$ cat src/rtl/barrel_shifter_pipe.sv
// Pipelined barrel shifter: rotate right/left, logical and arithmetic shift
// right over a W-bit operand. Stage k applies a 2^k step when amount bit k is
// set. All stages advance together under a single valid/ready stall signal.
module barrel_shifter_pipe #(
   parameter int W = 8
) (
   input  logic                 clk,
   input  logic                 reset,
   input  logic                 in_valid,
   output logic                 in_ready,
   input  logic [W-1:0]         in_data,
   input  logic [$clog2(W)-1:0] in_amt,
   input  logic [1:0]           in_mode,
   output logic                 out_valid,
   input  logic                 out_ready,
   output logic [W-1:0]         out_data
);

   localparam int AW = $clog2(W);
   localparam int S  = AW;

   // One 2^k step. Rotate left is the mirrored index walk, so no amount
   // negation is needed. The power-of-two width makes the AW-bit wrap the modulo.
   function automatic logic [W-1:0] shift_by(input logic [W-1:0] x,
                                              input logic [1:0]   mode,
                                              input logic         sgn,
                                              input int           d);
      logic [W-1:0]  y;
      logic [AW-1:0] up;
      logic [AW-1:0] dn;
      y = '0;
      for (int i = 0; i < W; i++) begin
         up = AW'(i + d);
         dn = AW'(i - d);
         case (mode)
            2'b00:   y[i] = x[up];
            2'b01:   y[i] = x[dn];
            2'b10:   y[i] = (i + d < W) ? x[up] : 1'b0;
            default: y[i] = (i + d < W) ? x[up] : sgn;
         endcase
      end
      return y;
   endfunction

   logic                   advance;

   // Per-stage combinational inputs (stage 0 straight from the ports)
   logic [S-1:0][W-1:0]    st_data;
   logic [S-1:0][1:0]      st_mode;
   logic [S-1:0]           st_sign;
   logic [S-1:0]           st_amt;

   logic [S-1:0][W-1:0]    data_d, data_q;
   logic [S-1:0]           vld_d, vld_q;
   // Side-band carried forward to stages 1..S-1 (last stage needs none)
   logic [S-2:0][1:0]      mode_d, mode_q;
   logic [S-2:0]           sign_d, sign_q;

   // Whole pipe moves when the output slot is empty or being drained
   assign advance   = ~vld_q[S-1] | out_ready;
   assign in_ready  = advance;
   assign out_valid = vld_q[S-1];
   assign out_data  = data_q[S-1];

   // Remaining amount bits shrink by one per stage: the register feeding
   // stage k+1 keeps only bits k+1..AW-1 of the original amount.
   for (genvar k = 0; k < S - 1; k++) begin : g_amt
      logic [AW-k-2:0] amt_src, amt_d, amt_q;
      if (k == 0) begin : g_src
         assign amt_src = in_amt[AW-1:1];
      end else begin : g_src
         assign amt_src = g_amt[k-1].amt_q[AW-k-1:1];
      end

      // Hold the remaining amount while stalled
      always_comb amt_d = advance ? amt_src : amt_q;

      // Remaining-amount register for stage k+1
      always_ff @(posedge clk or posedge reset) begin
         if (reset) amt_q <= '0;
         else       amt_q <= amt_d;
      end
   end

   for (genvar k = 0; k < S; k++) begin : g_stg
      if (k == 0) begin : g_in
         assign st_data[k] = in_data;
         assign st_mode[k] = in_mode;
         assign st_sign[k] = in_data[W-1];
         assign st_amt[k]  = in_amt[0];
      end else begin : g_in
         assign st_data[k] = data_q[k-1];
         assign st_mode[k] = mode_q[k-1];
         assign st_sign[k] = sign_q[k-1];
         assign st_amt[k]  = g_amt[k-1].amt_q[0];
      end
   end

   // Next state of every stage: shifted data on advance, hold otherwise
   always_comb begin
      data_d = data_q;
      for (int k = 0; k < S; k++) begin
         if (advance)
            data_d[k] = st_amt[k] ? shift_by(st_data[k], st_mode[k], st_sign[k], 1 << k)
                                  : st_data[k];
      end
      vld_d  = advance ? {vld_q[S-2:0], in_valid} : vld_q;
      mode_d = advance ? st_mode[S-2:0] : mode_q;
      sign_d = advance ? st_sign[S-2:0] : sign_q;
   end

   // Stage registers; reset empties the pipe and clears the output data
   always_ff @(posedge clk or posedge reset) begin
      if (reset) begin
         data_q <= '0;
         vld_q  <= '0;
         mode_q <= '0;
         sign_q <= '0;
      end else begin
         data_q <= data_d;
         vld_q  <= vld_d;
         mode_q <= mode_d;
         sign_q <= sign_d;
      end
   end

endmodule
$ cat config.mk
export PLATFORM = sky130hd
export DESIGN_NAME = barrel_shifter_pipe
export DESIGN_NICKNAME = d
export VERILOG_FILES = /design/src/rtl/barrel_shifter_pipe.sv
export SDC_FILE = /design/constraint.sdc
export NUM_CORES = 1
export LEC_CHECK = 0
export ABC_AREA = 1
export BUFFER_PORTS_ARGS = -buffer_cell sky130_fd_sc_hd__buf_2
export CORE_MARGIN = 2
export CORE_UTILIZATION = 55
export CTS_CLUSTER_SIZE = 25
export DETAILED_ROUTE_END_ITERATION = 12
export PLACE_DENSITY = 0.79
export SLEW_MARGIN = 20
export SYNTH_ARGS = -nofsm -noshare
export SYNTH_HDL_FRONTEND = slang
export SYNTH_SLANG_ARGS = --single-unit
$ cat constraint.sdc
create_clock -name clk -period 1.55 [get_ports clk]
set_clock_uncertainty 0.15 [all_clocks]
set_input_delay 0.31 -clock clk [delete_from_list [all_inputs] [get_ports clk]]
set_output_delay 0.31 -clock clk [all_outputs]
set_load 0.01 [all_outputs]
## Word-level counts from Yosys, hierarchy flattened

Cells that the tools add are included.

| storage, ports and cells | value |
|---|---|
| logic and storage cells | 44 |
| register bits | 36 |
| input bits | 17 |

| cells by class | value |
|---|---|
| bitwise gates (word level) | 2 |
| muxes and demuxes | 23 |
| reductions and logical operators | 4 |
| equal/unequal tests | 6 |

Operators by type and width:

| cell | count |
|---|---|
| $mux 8 | 3 |
| $mux 1 | 13 |
| $pmux 1 s3 | 3 |
| $pmux 1 s2 | 4 |
| $eq 2x1->1 const B | 3 |
| $eq 2x2->1 const B | 3 |
| $logic_not 2->1 | 3 |
| $reduce_or 2->1 | 1 |
| $not 1->1 | 1 |
| $or 1x1->1 | 1 |

## Longest topological paths before layout

Gate-level depths: netlist of run 1.

| depth | value |
|---|---|
| depth in word-level cells | 4 |
| depth in mapped cells | 7 |
| depth with buffers taken out | 7 |

## Least setup slack after synthesis of run 1

OpenSTA, ideal clock, no wires.

| path | value |
|---|---|
| path kind | register to output |
| start | reg vld_q[2] |
| end | out in_ready |
| stages on the path, launching flop included | 3 |
| path slack | 0.359 ns |
| buffers on the path | 1 |
| data required time | 1.090 ns |
| arrival | 0.731 ns |
| path through | dfrtp_1 nand2_4 buf_2 |

| between the ends | value |
|---|---|
| cells in the longest elaborated chain, start to end | 2 |

Ends and longest elaborated chain:

| item | line | RTL |
|---|---|---|
| start: declaration | 54 | `logic [S-1:0] vld_d, vld_q;` |
| start signal: assignment | 121 | `vld_q <= vld_d;` |
| $not 1->1 | 60 | `assign advance = ~vld_q[S-1] \| out_ready;` |
| $or 1x1->1 | 60 |  |
| end: declaration | 10 | `output logic in_ready,` |

No other way between the ends.

## Final worst setup path of run 1

Same ends and word-level chain as after synthesis.

==> results of run 1 <==
## metal layers
layer / up-vias / wire length (um) / track usage (%)
li1: 868 / - / -
met5: - / 0 / 0
met1: 729 / 1670 / 25.1
met4: 0 / 63 / 7.34
met2: 28 / 1680 / 34.6
met3: 6 / 119 / 4.82
## sequential cells by signal (all words and copies together), names as in the netlist
register,flops
vld_q,3
out_data,8
g_amt.amt_q,3
sign_q,2
data_q,16
mode_q,4
## worst reg2reg max path: cells and delay by family (launching register included)
kind / cells / cell delay [ns]
AO/OA/AOI/OAI: 1 / 0.13
flip-flops: 1 / 0.56
AND/OR/NAND/NOR: 3 / 0.40
## final cells by class
type                       instances  area, um2
multi-input combinational        166        761
clock buffer                       6       41.3
timing repair buffer              31        183
fill                             312       1270
clock inverter                     1       5.00
sequential                        36        901
tap                               46       57.6
inverter                          45        169
## cells in the final DEF, fill, tap and decap left out, types with 4 or more instances in the layout
cell and count:
a21oi_1 15, o21ai_1 12, o21a_1 4, o211ai_1 4, nor2_1 22, nand3_1 32, dfrtp_1 36, o21ai_0 21
nand2_1 55, clkbuf_4 5, buf_2 26, inv_1 42
## per-stage QoR
stage               worst slack, ns  instances  hold slack [ns]
floorplan                     0.286        267            0.270
global placement              0.301        323            0.279
detailed placement            0.272        323            0.291
CTS                          0.0790        331          0.00560
global route                 0.0379        331           0.0314
finish                       0.0919        331           0.0105
## worst max path at each step
stage	start	end	slack (ns)	cells past startpoint
final	vld_q[2]$_DFFE_PP0P_	in_ready	0.09	2
after global routing	vld_q[2]$_DFFE_PP0P_	in_ready	0.04	2
after CTS	vld_q[2]$_DFFE_PP0P_	in_ready	0.08	2
after detailed placement	mode_q[0]$_DFFE_PP0P_	data_q[14]$_DFFE_PP0P_	0.27	5
after global placement	out_ready	data_q[3]$_DFFE_PP0P_	0.30	7
after floorplan	reset	data_q[0]$_DFFE_PP0P_	0.29	1
## cell families after synthesis
family	share of synthesized area [%]
AND/OR/NAND/NOR	23.5
buffers and inverters	15.3
AO/OA/AOI/OAI	15.3
flip-flops	45.9
## timing repair
action                    CTS  global route
hold endpoints to repair   36             0
setup buffers               0             0
hold buffers                1             0
## power breakdown
part / leakage, uW / internal [uW] / switching [uW]
combinational: 0.000689 / 502 / 702
clock: 0.0000281 / 167 / 291
sequential: 0.000424 / 1300 / 271
total: 0.00114 / 1970 / 1260
==> out/qor.txt, run 1 <==
Crit. End Element -> output port
Register area share after synthesis -> 45.9%
Post-cts sizing count -> 0
Yosys reg bits -> 36
Synth-to-Final Area Change -> 7.91%
Yosys top cell area share -> 45.9%
Post-DR wirelength/cell -> 10.7 um
Hold/Removal Path Class -> in2reg
Post-DRT Antenna Nets -> 0
Fin crit share -> 94.1%
Worst setup SP type -> flop
First-pass GRT wire length -> 6450 um
Final Power -> 3230 uW
Total global-route track usage -> 20.3%
Max-cap violations -> 0
Initial antenna violation count -> 0
Share of flip-flops with an asynchronous set or reset -> 100%
Clk pin slew, worst setup/hold paths -> 0.10 ns
PD cells -> 1530 mW/mm2
Vias in the first global route -> 1542
Htree depth -> 2
Ratio of cells with drive above 1 in the final layout -> 14.0%
CTS tree -> built
Setup slack, reg-to-reg -> 0.23 ns
Slew margin rel. -> 70.9%
I/O Buffers -> 26
Type of the worst setup path -> reg2out
Pins Over Slew Limit -> 0
CTS root buf -> clkbuf_4
Worst Hold Path EP -> vld_q[0]$_DFFE_PP0P_
Synth Area per Inst -> 7.35 um2
Via count -> 1631
Final hold viol count -> 0
Post-Syn Instances -> 267
Synth cell types -> 15
Crit path max fanout -> 4
Ranking of synthesized cells by area -> dfrtp_1, nand2_1, nand3_1
Die Wd -> 63.7 um
CP cell instances -> nand2_4, buf_2
Cell Area, Synth -> 0.00196 mm2
Worst Reg-to-Reg Cells -> 4
Reg2reg end -> data_q[8]$_DFFE_PP0P_
Worst EP required -> 1.09 ns
Hold depth -> 3
Vias/cell -> 4.93
CTS Sinks -> 36
Placement-stage cell area -> 0.00206 mm2
IO Pins -> 27
DR DRC count -> 0
Final Instance Area -> 0.00212 mm2
Family with the most delay on the worst path -> flip-flops
GPL Wtd Cong -> 0.904
Status -> complete, no violations
CP peak stage delay -> 0.41 ns
First-pass DRT Iterations -> 4
Post-DP HPWL -> 2540 um
VDD IR max -> 612 uV
Post-synth EDFFs -> 0
Fin util -> 62.5%
Crit Reg-Reg Startpoint -> mode_q[0]$_DFFE_PP0P_
Row count -> 21
Clock buffer depth -> 2
CP Buf/Inv Count -> 1
Finish-stage setup viols -> 0
Worst skew pair latency -> 0.34 ns
Min cycle time layout -> 1.46 ns
DR iter-0 viols -> 98
Setup TNS -> 0 ns
Synth Flop Type -> dfrtp_1
DIE AREA -> 0.00406 mm2
Largest area contributor in the netlist -> dfrtp_1
CP Data Arrival Time -> 1.00 ns
Unrepaired setup endpoints after global routing -> false
Largest net degree at the start of global routing -> 37
Worst slew pin tran -> 0.437 ns
Core ar. -> 0.00339 mm2
Most frequent cells after synthesis -> nand2_1, inv_1, dfrtp_1
Hold wc startpoint -> in_valid
Synthesis Warnings -> 0
Leakage -> 0.00114 uW
Mapped Nets -> 284
Count leader, synth -> nand2_1
Slowest CP cell -> dfrtp_1
Grt ovf -> 0
Die Y -> 63.7 um
Max Freq -> 686 MHz
TritonCTS Buffers -> 5
Total wire length -> 3540 um
Nets@finish -> 302
Initial core utilization -> 57.9%
Diodes inserted -> 0
Note: power is estimated with default switching activity, not from simulation.
==> run 2: changes to the inputs <==
--- a/config.mk
+++ b/config.mk
@@ -11,7 +11,7 @@
 export CORE_UTILIZATION = 55
 export CTS_CLUSTER_SIZE = 25
 export DETAILED_ROUTE_END_ITERATION = 12
-export PLACE_DENSITY = 0.79
+export PLACE_DENSITY = 0.77
 export SLEW_MARGIN = 20
 export SYNTH_ARGS = -nofsm -noshare
 export SYNTH_HDL_FRONTEND = slang
==> out/qor.txt, run 2 (synthesized netlist as in run 1, its figures left out) <==
First-pass DRT Iterations -> 4
DR iter-0 viols -> 167
Top reg by flops -> data_q
DR DRC count -> 0
Slowest CP cell -> dfrtp_1
Initial core utilization -> 57.9%
IO Pins -> 27
Die Wd -> 63.7 um
Max Freq -> 685 MHz
Total global-route track usage -> 21.7%
VDD IR max -> 627 uV
Family with the most delay on the worst path -> flip-flops
Setup TNS -> 0 ns
Crit path max fanout -> 7
CP peak stage delay -> 0.42 ns
Crit path from -> vld_q[2]$_DFFE_PP0P_
Setup slack, reg-to-reg -> 0.23 ns
Max-cap violations -> 0
Unrepaired setup endpoints after global routing -> false
Grt ovf -> 0
Crit. End Element -> output port
Seq. cell area -> 901 um2
Initial antenna violation count -> 0
Multi-input gate area -> 761 um2
Nets@finish -> 302
CP Buf/Inv Count -> 1
Vias in the first global route -> 1641
Final hold viol count -> 0
Crit Reg-Reg Startpoint -> mode_q[0]$_DFFE_PP0P_
Worst setup SP type -> flop
Type of the worst setup path -> reg2out
Min cycle time layout -> 1.46 ns
I/O Buffers -> 26
Slew margin rel. -> 71.3%
Vias/cell -> 5.03
Post-DRT Antenna Nets -> 0
Worst slew pin tran -> 0.430 ns
Via count -> 1670
Final Power -> 3400 uW
Pins Over Slew Limit -> 0
Leakage -> 0.00115 uW
CP Data Arrival Time -> 1.00 ns
Most frequent cells in the layout -> nand2_1, inv_1, dfrtp_1
GPL Wtd Cong -> 0.914
Clk pin slew, worst setup/hold paths -> 0.11 ns
Fin crit share -> 94.3%
CTS tree -> built
Fill cells -> 340
Worst EP required -> 1.09 ns
TritonCTS Buffers -> 5
PD cells -> 1590 mW/mm2
Core ar. -> 0.00339 mm2
Commonest non-fill, non-tap cell in the layout -> nand2_1
Largest net degree at the start of global routing -> 37
Diodes inserted -> 0
Htree depth -> 2
Hold/Removal Path Class -> in2reg
Ratio of cells with drive above 1 in the final layout -> 14.3%
Total wire length -> 3570 um
Max reg flops -> 16
Post-DR wirelength/cell -> 10.8 um
CTS Sinks -> 36
CP cell instances -> nand2_4, buf_2
Hold wc startpoint -> in_amt[2]
Setup bufs post-CTS -> 0
Die Y -> 63.7 um
CTS root buf -> clkbuf_4
Worst skew pair latency -> 0.34 ns
DIE AREA -> 0.00406 mm2
Clock buffer depth -> 2
Post-DP HPWL -> 2600 um
Finish-stage setup viols -> 0
Row count -> 21
Synth-to-Final Area Change -> 8.80%
First-pass GRT wire length -> 7000 um
Status -> complete, no violations
[run 2: changes by cell type in the layout (fill, tap and decap cells not counted)]
cell       change
bufinv_16      +1
buf_12         -1
buf_4          +1
[run 2: layout make-up]
| type | instances | area share [%] |
|---|---|---|
| Clock buffer | 6 | 1.93 |
| Timing Repair Buffer | 31 | 7.97 |
| Clock inverter | 2 | 1.64 |
| Inverter | 45 | 7.91 |
| Multi-Input combinational cell | 166 | 35.6 |
| Sequential cell | 36 | 42.2 |
| Tap cell | 46 | 2.70 |
[run 2: worst min-delay path: stages]
cell and delay [ns]:
buf_2 0.08, nand2_1 0.04, o21ai_0 0.06
[run 2: metal layers]
metal  part of all wire (%)  wire, um  GRT usage, %  vias to the layer above
met5                      0         0             0                        -
met4                    1.7        60          7.34                        0
met3                    4.3       152          5.36                        6
met2                     48      1720          36.4                       44
met1                     46      1630          27.4                      746
li1                       -         -             -                      874
[run 2: final timing paths]
check,end,depth (start not counted)
max in group asynchronous,data_q[1]$_DFFE_PP0P_,4
min in group asynchronous,sign_q[1]$_DFFE_PP0P_,4
setup / recovery,in_ready,2
hold / removal,g_amt[0].amt_q[1]$_DFFE_PP0P_,3
setup reg to reg,data_q[13]$_DFFE_PP0P_,4
hold reg to reg,vld_q[2]$_DFFE_PP0P_,2
[run 2: what timing repair did]
| item | CTS | global route |
|---|---|---|
| hold buffers | 1 | 0 |
| gates resized for setup | 0 | 0 |
| endpoints found under the hold margin | 36 | 0 |
[run 2: per-stage QoR]
| step | util (%) | area, um2 | hold slack, ns | worst slack [ns] | cells |
|---|---|---|---|---|---|
| after floorplan | - | 1960 | 0.270 | 0.286 | 267 |
| after global placement | 60.4 | 2050 | 0.275 | 0.270 | 323 |
| after detailed placement | 60.4 | 2050 | 0.276 | 0.225 | 323 |
| after CTS | 63.0 | 2130 | 0.0134 | 0.0684 | 332 |
| after global routing | 63.0 | 2130 | 0.0222 | 0.0291 | 332 |
| final | 63.0 | 2130 | 0.0237 | 0.0891 | 332 |
[run 2: power breakdown]
| part | internal, uW | total (uW) | switching [uW] |
|---|---|---|---|
| clock | 338 | 638 | 300 |
| sequential | 1300 | 1580 | 277 |
| combinational | 486 | 1190 | 703 |
